### config.mk
export PLATFORM = sky130hd
export DESIGN_NAME = axi_rr_flag_arbiter
export DESIGN_NICKNAME = d
export VERILOG_FILES = /design/src/rtl/axi_rr_flag_arbiter.sv
export SDC_FILE = /design/constraint.sdc
export NUM_CORES = 1
export LEC_CHECK = 0
export BUFFER_PORTS_ARGS = -buffer_cell sky130_fd_sc_hd__buf_2
export CAP_MARGIN = 20
export CORE_UTILIZATION = 55
export CTS_BUF_LIST = sky130_fd_sc_hd__clkbuf_4
export DETAILED_ROUTE_END_ITERATION = 8
export HOLD_SLACK_MARGIN = 0.03
export PLACE_DENSITY = 0.81
export SKIP_LAST_GASP = 1
export SYNTH_ARGS = -nofsm -noshare
export SYNTH_HDL_FRONTEND = slang
export SYNTH_SLANG_ARGS = --single-unit
### constraint.sdc
create_clock -name clk -period 4.4 [get_ports clk]
set_input_delay 0.66 -clock clk [delete_from_list [all_inputs] [get_ports clk]]
set_output_delay 0.66 -clock clk [all_outputs]
set_load 0.05 [all_outputs]
### src/rtl/axi_rr_flag_arbiter.sv
// N-way round-robin arbiter with AXI stall lock and handshake-driven priority pointer.
// Optional macro AXI_RR_QUOTA_EN keeps a winner on top priority for up to QUOTA handshakes.
module axi_rr_flag_arbiter #(
  parameter int N_REQ = 8,
  parameter int WIDTH = (N_REQ > 2) ? $clog2(N_REQ) : 1,
  parameter int QUOTA = 4
) (
  input  logic             clk,
  input  logic             rst_n,
  input  logic [N_REQ-1:0] req_i,
  input  logic             data_gnt_i,
  output logic             valid_o,
  output logic [N_REQ-1:0] sel_o,
  output logic [N_REQ-1:0] gnt_o,
  output logic [WIDTH-1:0] idx_o,
  output logic [WIDTH-1:0] RR_FLAG_o,
  output logic             lock_o
);

  logic [WIDTH-1:0] ptr_q, ptr_d;
  logic             lock_q, lock_d;
  logic [WIDTH-1:0] lidx_q, lidx_d;
  logic [WIDTH-1:0] rr_idx;
  logic [WIDTH-1:0] win_idx;
  logic             lock_hold;
  logic             hs;
  logic             found;
  int               j;

  function automatic logic [WIDTH-1:0] next_idx(input logic [WIDTH-1:0] w);
    if (w == WIDTH'(N_REQ - 1)) return '0;
    return w + WIDTH'(1);
  endfunction

  // Rotating scan starting at the pointer, wrapping at N_REQ-1 (not at 2**WIDTH-1)
  always_comb begin
    rr_idx = '0;
    found  = 1'b0;
    j      = 0;
    for (int k = 0; k < N_REQ; k++) begin
      j = int'(ptr_q) + k;
      if (j >= N_REQ) j = j - N_REQ;
      if (!found && req_i[WIDTH'(j)]) begin
        found  = 1'b1;
        rr_idx = WIDTH'(j);
      end
    end
  end

  // A locked requester that drops its request releases the lock immediately
  assign lock_hold = lock_q & req_i[lidx_q];
  assign win_idx   = lock_hold ? lidx_q : rr_idx;
  assign valid_o   = |req_i;
  assign hs        = valid_o & data_gnt_i;
  assign idx_o     = win_idx;
  assign RR_FLAG_o = ptr_q;
  assign lock_o    = lock_q;
  assign gnt_o     = sel_o & {N_REQ{data_gnt_i}};

  always_comb begin
    sel_o = '0;
    if (valid_o) sel_o[win_idx] = 1'b1;
  end

  always_comb begin
    lock_d = 1'b0;
    lidx_d = lidx_q;
    if (valid_o && !data_gnt_i) begin
      lock_d = 1'b1;
      lidx_d = win_idx;
    end
  end

`ifdef AXI_RR_QUOTA_EN
  localparam int CNT_W = $clog2(QUOTA) + 1;

  logic [WIDTH-1:0] owner_q, owner_d;
  logic [CNT_W-1:0] cnt_q, cnt_d, cnt_n;

  // Pointer stays on the winner until it has used up its quota of consecutive handshakes
  always_comb begin
    ptr_d   = ptr_q;
    owner_d = owner_q;
    cnt_d   = cnt_q;
    cnt_n   = '0;
    if (hs) begin
      cnt_n   = (win_idx == owner_q) ? cnt_q + CNT_W'(1) : CNT_W'(1);
      owner_d = win_idx;
      if (cnt_n == CNT_W'(QUOTA)) begin
        ptr_d = next_idx(win_idx);
        cnt_d = '0;
      end else begin
        ptr_d = win_idx;
        cnt_d = cnt_n;
      end
    end
  end

  always_ff @(posedge clk or negedge rst_n) begin
    if (!rst_n) begin
      owner_q <= '0;
      cnt_q   <= '0;
    end else begin
      owner_q <= owner_d;
      cnt_q   <= cnt_d;
    end
  end
`else
  always_comb begin
    ptr_d = ptr_q;
    if (hs) ptr_d = next_idx(win_idx);
  end
`endif

  always_ff @(posedge clk or negedge rst_n) begin
    if (!rst_n) begin
      ptr_q  <= '0;
      lock_q <= 1'b0;
      lidx_q <= '0;
    end else begin
      ptr_q  <= ptr_d;
      lock_q <= lock_d;
      lidx_q <= lidx_d;
    end
  end

endmodule

==> impl_metrics.prom, run 1 <==
# TYPE chip_impl_metric gauge
chip_impl_metric{name="placed_instance_area",unit="sq um"} 1970
chip_impl_metric{name="ff_latch_area",unit="sq um"} 178
chip_impl_metric{name="critical_path_fanout_max",unit=""} 9
chip_impl_metric{name="synth-async-reset-ratio",unit=""} 1.00
chip_impl_metric{name="ys_seq_area_frac",unit=""} 0.113
chip_impl_info{name="crit_type",value="reg2out"} 1
chip_impl_metric{name="dr_total_vias",unit=""} 1716
chip_impl_metric{name="postSynthCellCount",unit=""} 172
chip_impl_metric{name="port_buffers",unit=""} 34
chip_impl_metric{name="period_share",unit=""} 0.975
chip_impl_metric{name="top_level_ports",unit=""} 35
chip_impl_metric{name="antenna_found_initial",unit=""} 0
chip_impl_metric{name="worst-endpoint-required",unit="ns"} 3.74
chip_impl_metric{name="slew_headroom",unit=""} 0.675
chip_impl_info{name="cts_root_buf",value="sky130_fd_sc_hd__clkbuf_4"} 1
chip_impl_metric{name="worst_setup_hold_path_clk_slew",unit="ns"} 0.06
chip_impl_info{name="post-synth-top-area-cell",value="sky130_fd_sc_hd__mux4_2"} 1
chip_impl_metric{name="number_of_diodes_added_for_antenna_fixing",unit=""} 0
chip_impl_metric{name="finalWirelength",unit="mm"} 5.08
chip_impl_metric{name="final_max_slew_viol_count",unit=""} 0
chip_impl_info{name="mostFrequentLayoutCells",value="sky130_fd_sc_hd__buf_2, sky130_fd_sc_hd__mux4_2, sky130_fd_sc_hd__nand2_1, sky130_fd_sc_hd__buf_4, sky130_fd_sc_hd__nor2_4"} 1
chip_impl_metric{name="wl_per_cell",unit="microns"} 20.6
chip_impl_metric{name="layout-drive-gt1-share",unit=""} 0.553
chip_impl_metric{name="max-clock-path-buffers",unit=""} 2
chip_impl_metric{name="fillers",unit=""} 161
chip_impl_info{name="yosys-top-cells-area",value="sky130_fd_sc_hd__mux4_2, sky130_fd_sc_hd__dfrtp_1, sky130_fd_sc_hd__mux2i_1"} 1
chip_impl_metric{name="dr.pass1.iters",unit=""} 4
chip_impl_metric{name="die_height",unit="microns"} 55.0
chip_impl_metric{name="hold_buffer_count_at_cts",unit=""} 0
chip_impl_metric{name="ff2ff_setup_slack",unit="ns"} 1.11
chip_impl_metric{name="final_cell_area",unit="sq um"} 2080
chip_impl_info{name="cts_tree",value="built"} 1
chip_impl_metric{name="number_of_rows_in_the_core_area",unit=""} 18
chip_impl_metric{name="synth_cell_types",unit=""} 54
chip_impl_metric{name="grt_start_max_net_pins",unit=""} 20
chip_impl_metric{name="ctsHtreeMaxLevel",unit=""} 1
chip_impl_info{name="setup.worst_path.end_class",value="output pin"} 1
chip_impl_metric{name="first_global_vias",unit=""} 1510
chip_impl_metric{name="grt_first_pass_wirelength",unit="mm"} 7.41
chip_impl_metric{name="dieWidth",unit="microns"} 55.0
chip_impl_metric{name="clock.fmax",unit="MHz"} 233
chip_impl_metric{name="drtIter0Drc",unit=""} 75
chip_impl_metric{name="routabilityCongestion",unit=""} 0.902
chip_impl_metric{name="synth_top_area_share",unit=""} 0.233
chip_impl_metric{name="finalSetupViolCount",unit=""} 0
chip_impl_metric{name="initial_core_util",unit=""} 0.603
chip_impl_metric{name="design.die.area",unit="sq um"} 3030
chip_impl_metric{name="detail-route-antenna-nets",unit=""} 0
chip_impl_metric{name="final_period_minus_worst_setup_slack",unit="ns"} 4.29
chip_impl_metric{name="tritoncts.num_buffers",unit=""} 3
chip_impl_metric{name="hold_slack",unit="ns"} 0.214
chip_impl_metric{name="worst-r2r-cell-count",unit=""} 10
chip_impl_metric{name="tightest_slew",unit="ns"} 0.485
chip_impl_metric{name="grt.total_usage",unit=""} 0.353
chip_impl_metric{name="overflow",unit=""} 0
chip_impl_metric{name="post-dp-hpwl",unit="mm"} 3.63
chip_impl_metric{name="numClockSinks",unit=""} 7
chip_impl_info{name="mostFrequentLayoutCell",value="sky130_fd_sc_hd__buf_2"} 1
chip_impl_info{name="ys_dominant_reg_cell",value="sky130_fd_sc_hd__dfrtp_1"} 1
chip_impl_metric{name="timing.critical_path.arrival",unit="ns"} 3.63
chip_impl_info{name="startpoint_type",value="flip-flop"} 1
chip_impl_metric{name="layout-area-overhead-vs-synth",unit="%"} 34.4
chip_impl_metric{name="layout.nets",unit=""} 231
chip_impl_metric{name="yosys_warnings",unit=""} 0
chip_impl_metric{name="drt_drc_violations_left",unit=""} 0
chip_impl_metric{name="placeableCoreArea",unit="sq um"} 2570
chip_impl_metric{name="detail_route.vias_per_cell",unit=""} 6.95
chip_impl_metric{name="post_synth_instance_area",unit="sq um"} 1550
chip_impl_metric{name="synth-edff-count",unit=""} 0
chip_impl_metric{name="final-hold-violation-count",unit=""} 0
chip_impl_metric{name="timing.clock.skew",unit="ns"} 0.00679
chip_impl_metric{name="worst_skew_pair.late_latency",unit="ns"} 0.27
chip_impl_metric{name="avg_inst_size_synth",unit="sq um"} 9.00
chip_impl_metric{name="postSynthNetCount",unit=""} 185
chip_impl_metric{name="postSynthRegisterBits",unit=""} 7
chip_impl_info{name="outcome",value="complete, no violations"} 1
chip_impl_info{name="hp_class",value="in2async"} 1
chip_impl_metric{name="multiInputGateArea",unit="sq um"} 1520
chip_impl_metric{name="max_cap_viol_count",unit=""} 0
[cell usage after synthesis, types with 3 or more instances]
| cell type | n |
|---|---|
| sky130_fd_sc_hd__mux2_2 | 7 |
| sky130_fd_sc_hd__nor2_1 | 19 |
| sky130_fd_sc_hd__nand2b_1 | 6 |
| sky130_fd_sc_hd__o21ai_0 | 8 |
| sky130_fd_sc_hd__mux4_2 | 16 |
| sky130_fd_sc_hd__nor3_1 | 6 |
| sky130_fd_sc_hd__dfrtp_1 | 7 |
| sky130_fd_sc_hd__buf_2 | 3 |
| sky130_fd_sc_hd__nand2_1 | 19 |
| sky130_fd_sc_hd__inv_1 | 5 |
| sky130_fd_sc_hd__clkbuf_1 | 3 |
| sky130_fd_sc_hd__or2_2 | 3 |
| sky130_fd_sc_hd__and2_1 | 5 |
| sky130_fd_sc_hd__mux2i_1 | 8 |
| sky130_fd_sc_hd__nand3_1 | 7 |
[path summary, 6_finish.rpt]
| path | from | endpoint |
|---|---|---|
| worst max-delay path | RR_FLAG_o[0] | sel_o[0] |
| worst min-delay path | rst_n | lidx_q[1] |
| worst max register to register | RR_FLAG_o[0] | RR_FLAG_o[1] |
| worst min register to register | lidx_q[2] | lidx_q[2] |
| max in group asynchronous | rst_n | RR_FLAG_o[0] |
| min in group clk | lidx_q[2] | lidx_q[2] |
[state kept, by name (all words and copies together), names as in the netlist]
register,flops
RR_FLAG_o,3
lidx_q,3
lock_o,1
[final cells by class]
class / count / share of cell area
Multi-Input combinational cell: 151 / 0.728
Timing Repair Buffer: 48 / 0.136
Sequential cell: 7 / 0.0854
Tap cell: 30 / 0.0180
Inverter: 7 / 0.0174
Clock buffer: 4 / 0.0144
[through the flow]
stage               utilization  worst slack [ns]  instances  TNS (ns)
floorplan                     -          0.000622        172         0
global placement          0.769             0.230        237         0
detailed placement        0.769             0.173        237         0
CTS                       0.801            0.0986        247         0
global route              0.810          -0.00578        247   -0.0107
finish                    0.810             0.111        247         0
[logic make-up after synthesis]
kind of cell,Yosys count,synth area share
AND/OR/NAND/NOR,83,0.286
multiplexers,32,0.343
AO/OA/AOI/OAI,30,0.178
buffers and inverters,14,0.0412
XOR/XNOR,4,0.0226
flip-flops,7,0.113
adder cells (fa/ha/maj),2,0.0162
[critical path: stages (launching register included)]
cell and delay [ns]:
sky130_fd_sc_hd__dfrtp_2 0.44, sky130_fd_sc_hd__buf_4 0.17, sky130_fd_sc_hd__ha_1 0.31, sky130_fd_sc_hd__xnor2_4 0.27, sky130_fd_sc_hd__mux4_2 0.40, sky130_fd_sc_hd__nor2_1 0.24, sky130_fd_sc_hd__nand3_4 0.14, sky130_fd_sc_hd__or4_4 0.56
sky130_fd_sc_hd__o211ai_4 0.23, sky130_fd_sc_hd__nand2b_4 0.31, sky130_fd_sc_hd__nor3_4 0.06, sky130_fd_sc_hd__buf_2 0.22
[layer usage]
layer,GRT usage,vias to the layer above,share of wire
met5,0,-,0
li1,-,755,-
met2,0.564,120,0.47
met1,0.487,817,0.41
met4,0.0917,0,0.024
met3,0.0710,24,0.10
[timing repair]
| action | in CTS | in global routing |
|---|---|---|
| setup endpoints to repair | 3 | 11 |
| cloned | 0 | 0 |
| buffers inserted | 6 | 0 |
| gates resized for setup | 1 | 6 |
| pin swaps | 1 | 1 |
Power of run 1 is left out: the tool's default activity adds up to more than one toggle a clock period on the data nets, which glitch-free logic cannot reach.
==> run 2: changes to the inputs <==
==> constraint.sdc (replaced) <==
create_clock -name clk -period 5.3 [get_ports clk]
set_input_delay 0.795 -clock clk [delete_from_list [all_inputs] [get_ports clk]]
set_output_delay 0.795 -clock clk [all_outputs]
set_load 0.05 [all_outputs]
==> impl_metrics.prom, run 2 (synthesized netlist as in run 1, its figures left out) <==
# TYPE chip_impl_metric gauge
chip_impl_info{name="outcome",value="complete, no violations"} 1
chip_impl_metric{name="final_period_minus_worst_setup_slack",unit="ns"} 4.73
chip_impl_metric{name="wl_per_cell",unit="microns"} 18.0
chip_impl_info{name="crit_type",value="reg2out"} 1
chip_impl_metric{name="timing.clock.skew",unit="ns"} 0.00366
chip_impl_metric{name="detail-route-antenna-nets",unit=""} 0
chip_impl_metric{name="final-hold-violation-count",unit=""} 0
chip_impl_metric{name="post-dp-hpwl",unit="mm"} 3.40
chip_impl_metric{name="layout-area-overhead-vs-synth",unit="%"} 15.8
chip_impl_metric{name="drtIter0Drc",unit=""} 89
chip_impl_metric{name="post-cts-setup-buffers",unit=""} 0
chip_impl_info{name="critical_path.reg2reg.endpoint",value="RR_FLAG_o[2]"} 1
chip_impl_metric{name="placeableCoreArea",unit="sq um"} 2570
chip_impl_metric{name="worst-endpoint-required",unit="ns"} 4.51
chip_impl_metric{name="worst-r2r-cell-count",unit=""} 11
chip_impl_metric{name="layout-drive-gt1-share",unit=""} 0.427
chip_impl_metric{name="grt.total_usage",unit=""} 0.308
chip_impl_metric{name="hold_buffer_count_at_cts",unit=""} 0
chip_impl_metric{name="post-route-worst-setup-slack",unit="ns"} 0.571
chip_impl_metric{name="overflow",unit=""} 0
chip_impl_metric{name="period_share",unit=""} 0.892
chip_impl_metric{name="number_of_rows_in_the_core_area",unit=""} 18
chip_impl_metric{name="first_global_vias",unit=""} 1336
chip_impl_metric{name="tightest_slew",unit="ns"} 0.758
chip_impl_metric{name="layout.nets",unit=""} 220
chip_impl_metric{name="grt_first_pass_wirelength",unit="mm"} 6.72
chip_impl_metric{name="worst_skew_pair.late_latency",unit="ns"} 0.25
chip_impl_info{name="mostFrequentLayoutCells",value="sky130_fd_sc_hd__buf_2, sky130_fd_sc_hd__nand2_1, sky130_fd_sc_hd__mux4_2, sky130_fd_sc_hd__nor2_1"} 1
chip_impl_metric{name="top_level_ports",unit=""} 35
chip_impl_metric{name="dr.pass1.iters",unit=""} 5
chip_impl_metric{name="dieWidth",unit="microns"} 55.0
chip_impl_metric{name="finalSetupViolCount",unit=""} 0
chip_impl_metric{name="design.die.area",unit="sq um"} 3030
chip_impl_metric{name="ctsHtreeMaxLevel",unit=""} 1
chip_impl_metric{name="grt_start_max_net_pins",unit=""} 25
chip_impl_info{name="reg2reg_launch_point",value="RR_FLAG_o[0]"} 1
chip_impl_metric{name="final_max_slew_viol_count",unit=""} 0
chip_impl_metric{name="clock.fmax",unit="MHz"} 211
chip_impl_metric{name="number_of_diodes_added_for_antenna_fixing",unit=""} 0
chip_impl_info{name="setup.worst_path.end_class",value="output pin"} 1
chip_impl_metric{name="numClockSinks",unit=""} 7
chip_impl_metric{name="critical_path_fanout_max",unit=""} 7
chip_impl_info{name="rsz0062_at_grt",value="no"} 1
chip_impl_metric{name="drt_drc_violations_left",unit=""} 0
chip_impl_metric{name="post_cts_resized",unit=""} 0
chip_impl_metric{name="dr_total_vias",unit=""} 1604
chip_impl_metric{name="max-clock-path-buffers",unit=""} 2
chip_impl_metric{name="detail_route.vias_per_cell",unit=""} 6.80
chip_impl_info{name="hp_class",value="in2async"} 1
chip_impl_metric{name="slew_headroom",unit=""} 0.489
chip_impl_metric{name="initial_core_util",unit=""} 0.603
chip_impl_metric{name="hold_slack",unit="ns"} 0.369
chip_impl_metric{name="timing.critical_path.arrival",unit="ns"} 3.93
chip_impl_metric{name="port_buffers",unit=""} 34
chip_impl_info{name="startpoint_type",value="flip-flop"} 1
chip_impl_metric{name="routabilityCongestion",unit=""} 0.926
chip_impl_info{name="mostFrequentLayoutCell",value="sky130_fd_sc_hd__buf_2"} 1
chip_impl_metric{name="tritoncts.num_buffers",unit=""} 3
chip_impl_info{name="cts_tree",value="built"} 1
chip_impl_metric{name="finalWirelength",unit="mm"} 4.25
chip_impl_metric{name="post_place_setup_slack",unit="ns"} 0.797
chip_impl_metric{name="worst_setup_hold_path_clk_slew",unit="ns"} 0.05
chip_impl_metric{name="max_cap_viol_count",unit=""} 0
chip_impl_info{name="cts_root_buf",value="sky130_fd_sc_hd__clkbuf_4"} 1
chip_impl_metric{name="ff2ff_setup_slack",unit="ns"} 1.71
chip_impl_metric{name="antenna_found_initial",unit=""} 1
chip_impl_metric{name="die_height",unit="microns"} 55.0
-- run 2: metal layers --
layer	GRT usage	up-vias	wire, microns
met3	0.0519	2	341
met5	0	-	8
met1	0.476	776	1790
li1	-	736	-
met4	0.0125	2	3
met2	0.474	88	2110
-- run 2: layout make-up --
class,instances,area (sq um)
inverters,7,26.3
flip-flops and latches,7,175
clock buffers,4,30.0
fillers,204,774
repair buffers,37,193
well taps,30,37.5
multi-input cells,151,1330
-- run 2: worst max-delay path by stage --
stage | from | end | slack, ns | cells past startpoint
3_5_place_dp | req_i[6] | gnt_o[7] | 0.80 | 11
3_3_place_gp | req_i[6] | gnt_o[7] | 0.95 | 11
5_1_grt | RR_FLAG_o[0] | gnt_o[7] | 0.37 | 12
6_report | RR_FLAG_o[0] | gnt_o[7] | 0.57 | 12
2_1_floorplan | RR_FLAG_o[0] | sel_o[0] | -0.20 | 12
4_1_cts | RR_FLAG_o[0] | gnt_o[7] | 0.61 | 12
-- run 2: worst max-delay path, cell delays in order (launching register included) --
cell and delay [ns]:
sky130_fd_sc_hd__dfrtp_1 0.38, sky130_fd_sc_hd__inv_1 0.06, sky130_fd_sc_hd__ha_1 0.23, sky130_fd_sc_hd__xor2_1 0.49
sky130_fd_sc_hd__mux4_2 0.68, sky130_fd_sc_hd__a31oi_2 0.30, sky130_fd_sc_hd__nand3_4 0.15, sky130_fd_sc_hd__o221a_1 0.29
sky130_fd_sc_hd__a22o_1 0.31, sky130_fd_sc_hd__inv_2 0.16, sky130_fd_sc_hd__nand2_1 0.20, sky130_fd_sc_hd__nor2_2 0.17
sky130_fd_sc_hd__buf_2 0.28
-- run 2: metrics by stage --
stage          cell area (sq um)   util  std cells  TNS, ns
2_1_floorplan               1570      -        172   -0.599
3_3_place_gp                1760  0.687        232        0
3_5_place_dp                1760  0.687        232        0
4_1_cts                     1790  0.698        236        0
5_1_grt                     1790  0.698        236        0
6_report                    1790  0.698        236        0
Power of run 2 is left out for the same reason.
==> run 3: changes to the inputs <==
--- a/config.mk
+++ b/config.mk
@@ -5,13 +5,14 @@
 export SDC_FILE = /design/constraint.sdc
 export NUM_CORES = 1
 export LEC_CHECK = 0
+export ABC_AREA = 1
 export BUFFER_PORTS_ARGS = -buffer_cell sky130_fd_sc_hd__buf_2
 export CAP_MARGIN = 20
 export CORE_UTILIZATION = 55
 export CTS_BUF_LIST = sky130_fd_sc_hd__clkbuf_4
 export DETAILED_ROUTE_END_ITERATION = 8
-export HOLD_SLACK_MARGIN = 0.03
-export PLACE_DENSITY = 0.81
+export HOLD_SLACK_MARGIN = 0.12
+export PLACE_DENSITY = 0.83
 export SKIP_LAST_GASP = 1
 export SYNTH_ARGS = -nofsm -noshare
 export SYNTH_HDL_FRONTEND = slang
==> impl_metrics.prom, run 3 <==
# TYPE chip_impl_metric gauge
chip_impl_metric{name="final_period_minus_worst_setup_slack",unit="ns"} 4.21
chip_impl_info{name="yosys-top-cells-area",value="sky130_fd_sc_hd__nand2_1, sky130_fd_sc_hd__dfrtp_1, sky130_fd_sc_hd__nand3_1"} 1
chip_impl_info{name="netlist_top_cells_count",value="sky130_fd_sc_hd__nand2_1, sky130_fd_sc_hd__nand3_1, sky130_fd_sc_hd__nor2_1"} 1
chip_impl_metric{name="detail-route-antenna-nets",unit=""} 0
chip_impl_metric{name="final-hold-violation-count",unit=""} 0
chip_impl_metric{name="max_cap_viol_count",unit=""} 0
chip_impl_metric{name="wl_per_cell",unit="microns"} 12.2
chip_impl_info{name="cp_common_cell",value="sky130_fd_sc_hd__nand2_1"} 1
chip_impl_metric{name="clock.fmax",unit="MHz"} 238
chip_impl_metric{name="ys_seq_area_frac",unit=""} 0.131
chip_impl_info{name="setup.worst_path.end_class",value="output pin"} 1
chip_impl_metric{name="final_max_slew_viol_count",unit=""} 0
chip_impl_metric{name="top_level_ports",unit=""} 35
chip_impl_metric{name="slew_headroom",unit=""} 0.570
chip_impl_metric{name="port_buffers",unit=""} 34
chip_impl_metric{name="avg_inst_size_synth",unit="sq um"} 6.03
chip_impl_metric{name="route.met2.wl",unit="mm"} 1.69
chip_impl_info{name="most_frequently_used_cell_type_in_the_post_synthesis_netlist",value="sky130_fd_sc_hd__nand2_1"} 1
chip_impl_metric{name="layout-drive-gt1-share",unit=""} 0.262
chip_impl_metric{name="numClockSinks",unit=""} 7
chip_impl_metric{name="overflow",unit=""} 0
chip_impl_metric{name="worst_setup_hold_path_clk_slew",unit="ns"} 0.06
chip_impl_metric{name="die_height",unit="microns"} 51.2
chip_impl_metric{name="finalWirelength",unit="mm"} 3.48
chip_impl_metric{name="tritoncts.num_buffers",unit=""} 3
chip_impl_info{name="mostFrequentLayoutCell",value="sky130_fd_sc_hd__nand2_1"} 1
chip_impl_metric{name="grt_first_pass_wirelength",unit="mm"} 5.87
chip_impl_metric{name="critical_path_fanout_max",unit=""} 13
chip_impl_metric{name="post-route-worst-setup-slack",unit="ns"} 1.09
chip_impl_metric{name="worst-r2r-cell-count",unit=""} 16
chip_impl_metric{name="postSynthCellCount",unit=""} 221
chip_impl_metric{name="final_cells",unit=""} 284
chip_impl_metric{name="cp_slowest_stage_delay",unit="ns"} 0.60
chip_impl_metric{name="grt_start_max_net_pins",unit=""} 14
chip_impl_info{name="rsz0062_at_grt",value="no"} 1
chip_impl_metric{name="drtIter0Drc",unit=""} 45
chip_impl_metric{name="synth_cell_types",unit=""} 32
chip_impl_metric{name="hold_buffer_count_at_cts",unit=""} 0
chip_impl_info{name="mostFrequentLayoutCells",value="sky130_fd_sc_hd__nand2_1, sky130_fd_sc_hd__nand3_1, sky130_fd_sc_hd__buf_2, sky130_fd_sc_hd__nor2_1, sky130_fd_sc_hd__inv_1"} 1
chip_impl_metric{name="number_of_rows_in_the_core_area",unit=""} 17
chip_impl_metric{name="dr_wl_met3",unit="microns"} 190
chip_impl_info{name="hp_class",value="in2async"} 1
chip_impl_metric{name="layout-area-overhead-vs-synth",unit="%"} 15.1
chip_impl_info{name="ys_dominant_reg_cell",value="sky130_fd_sc_hd__dfrtp_1"} 1
chip_impl_metric{name="postSynthRegisterBits",unit=""} 7
chip_impl_metric{name="worst-endpoint-required",unit="ns"} 4.51
chip_impl_metric{name="detail_route.vias_per_cell",unit=""} 5.43
chip_impl_metric{name="tightest_slew",unit="ns"} 0.645
chip_impl_info{name="post-synth-top-area-cell",value="sky130_fd_sc_hd__nand2_1"} 1
chip_impl_metric{name="grt.total_usage",unit=""} 0.294
chip_impl_metric{name="ctsHtreeMaxLevel",unit=""} 1
chip_impl_metric{name="synth_top_area_share",unit=""} 0.183
chip_impl_metric{name="initial_core_util",unit=""} 0.591
chip_impl_metric{name="post_synth_instance_area",unit="sq um"} 1330
chip_impl_info{name="cts_tree",value="built"} 1
chip_impl_metric{name="timing.clock.skew",unit="ns"} 0.00790
chip_impl_info{name="outcome",value="complete, no violations"} 1
chip_impl_metric{name="routedLengthMet1",unit="mm"} 1.56
chip_impl_metric{name="period_share",unit=""} 0.794
chip_impl_metric{name="post_cts_resized",unit=""} 0
chip_impl_metric{name="post_route_setup_tns",unit="ns"} 0
chip_impl_info{name="cpMaxStageDelayCell",value="sky130_fd_sc_hd__dfrtp_1"} 1
chip_impl_metric{name="post-dp-hpwl",unit="mm"} 2.86
chip_impl_metric{name="number_of_cells_in_the_design_after_placement",unit=""} 280
chip_impl_metric{name="first_global_vias",unit=""} 1373
chip_impl_info{name="cts_root_buf",value="sky130_fd_sc_hd__clkbuf_4"} 1
chip_impl_metric{name="synth-async-reset-ratio",unit=""} 1.00
chip_impl_metric{name="design.die.area",unit="sq um"} 2620
chip_impl_metric{name="antenna_found_initial",unit=""} 0
chip_impl_metric{name="timing.critical_path.arrival",unit="ns"} 3.41
chip_impl_info{name="cp_cell_sequence",value="inv_2, ha_1, inv_1, nand3_1, nand2_1, nor2_1, inv_1, o21ai_2, inv_1, nand4_1, nand2_1, nand2_1, nand2_1, o21bai_2, nand2_2, nor2_1, buf_2"} 1
chip_impl_metric{name="number_of_diodes_added_for_antenna_fixing",unit=""} 0
chip_impl_info{name="top_signal_layer_used",value="met4"} 1
chip_impl_metric{name="routabilityCongestion",unit=""} 0.929
chip_impl_metric{name="synth-edff-count",unit=""} 0
chip_impl_metric{name="worst_skew_pair.late_latency",unit="ns"} 0.26
chip_impl_metric{name="post-cts-setup-buffers",unit=""} 0
chip_impl_metric{name="post_place_setup_slack",unit="ns"} 1.40
chip_impl_metric{name="drt_drc_violations_left",unit=""} 0
chip_impl_metric{name="layout.nets",unit=""} 270
chip_impl_metric{name="dieWidth",unit="microns"} 51.2
chip_impl_metric{name="yosys_warnings",unit=""} 0
chip_impl_info{name="startpoint_type",value="flip-flop"} 1
chip_impl_metric{name="dr_total_vias",unit=""} 1541
chip_impl_metric{name="dr.pass1.iters",unit=""} 4
chip_impl_metric{name="max-clock-path-buffers",unit=""} 2
chip_impl_metric{name="finalSetupViolCount",unit=""} 0
chip_impl_info{name="crit_type",value="reg2out"} 1
chip_impl_metric{name="placeableCoreArea",unit="sq um"} 2250
chip_impl_metric{name="postSynthNetCount",unit=""} 234
==> run 3: cell count changes in the layout (fill, tap and decap cells not counted), sizes merged, moves of 5 or more <==
| cell | change |
|---|---|
| and2 | -5 |
| inv | +18 |
| mux2 | -8 |
| mux2i | -7 |
| mux4 | -16 |
| nand2 | +51 |
| nand2b | -6 |
| nand3 | +31 |
| nand4 | +6 |
| nor2 | +19 |
==> run 3: logic make-up after synthesis <==
logic type	Yosys count	share of synthesized area
xor+xnor	4	0.0573
fa+ha+maj	2	0.0188
mux	1	0.00751
compound gates	16	0.0798
simple gates	163	0.608
flops	7	0.131
buf+inv	28	0.0977
==> run 3: layer usage <==
| metal | global-route usage | vias to the layer above |
|---|---|---|
| met5 | 0 | - |
| met4 | 0.0811 | 0 |
| met3 | 0.0387 | 4 |
| met2 | 0.533 | 57 |
| met1 | 0.359 | 680 |
| li1 | - | 800 |
==> run 3: final cells by class <==
class	count	area, sq um
fillers	222	721
clock buffers	4	30.0
multi-input cells	186	1030
flip-flops and latches	7	175
repair buffers	34	170
well taps	28	35.0
inverters	25	96.3
==> run 3: worst max-delay path: cells and delay by family, from the launching register on <==
kind	cells	cell delay, ns
flops	1	0.60
fa+ha+maj	1	0.41
simple gates	9	0.92
compound gates	2	0.46
buf+inv	5	0.75
==> run 3: worst paths after layout <==
kind,slack [ns],endpoint,from
min in group clk,0.53,lidx_q[2],lidx_q[2]
min,0.35,RR_FLAG_o[2],rst_n
max reg2reg,2.27,RR_FLAG_o[2],RR_FLAG_o[0]
max,1.09,gnt_o[2],RR_FLAG_o[0]
max in group asynchronous,4.79,lock_o,rst_n
min reg2reg,0.53,lidx_q[2],lidx_q[2]
==> run 3: through the flow <==
step / utilization / area, sq um / hold WS, ns
4_1_cts: 0.680 / 1530 / 0.350
3_3_place_gp: 0.667 / 1500 / 0.539
2_1_floorplan: - / 1330 / 0.496
6_report: 0.680 / 1530 / 0.353
5_1_grt: 0.680 / 1530 / 0.358
3_5_place_dp: 0.667 / 1500 / 0.522
Power of run 3 is left out for the same reason.
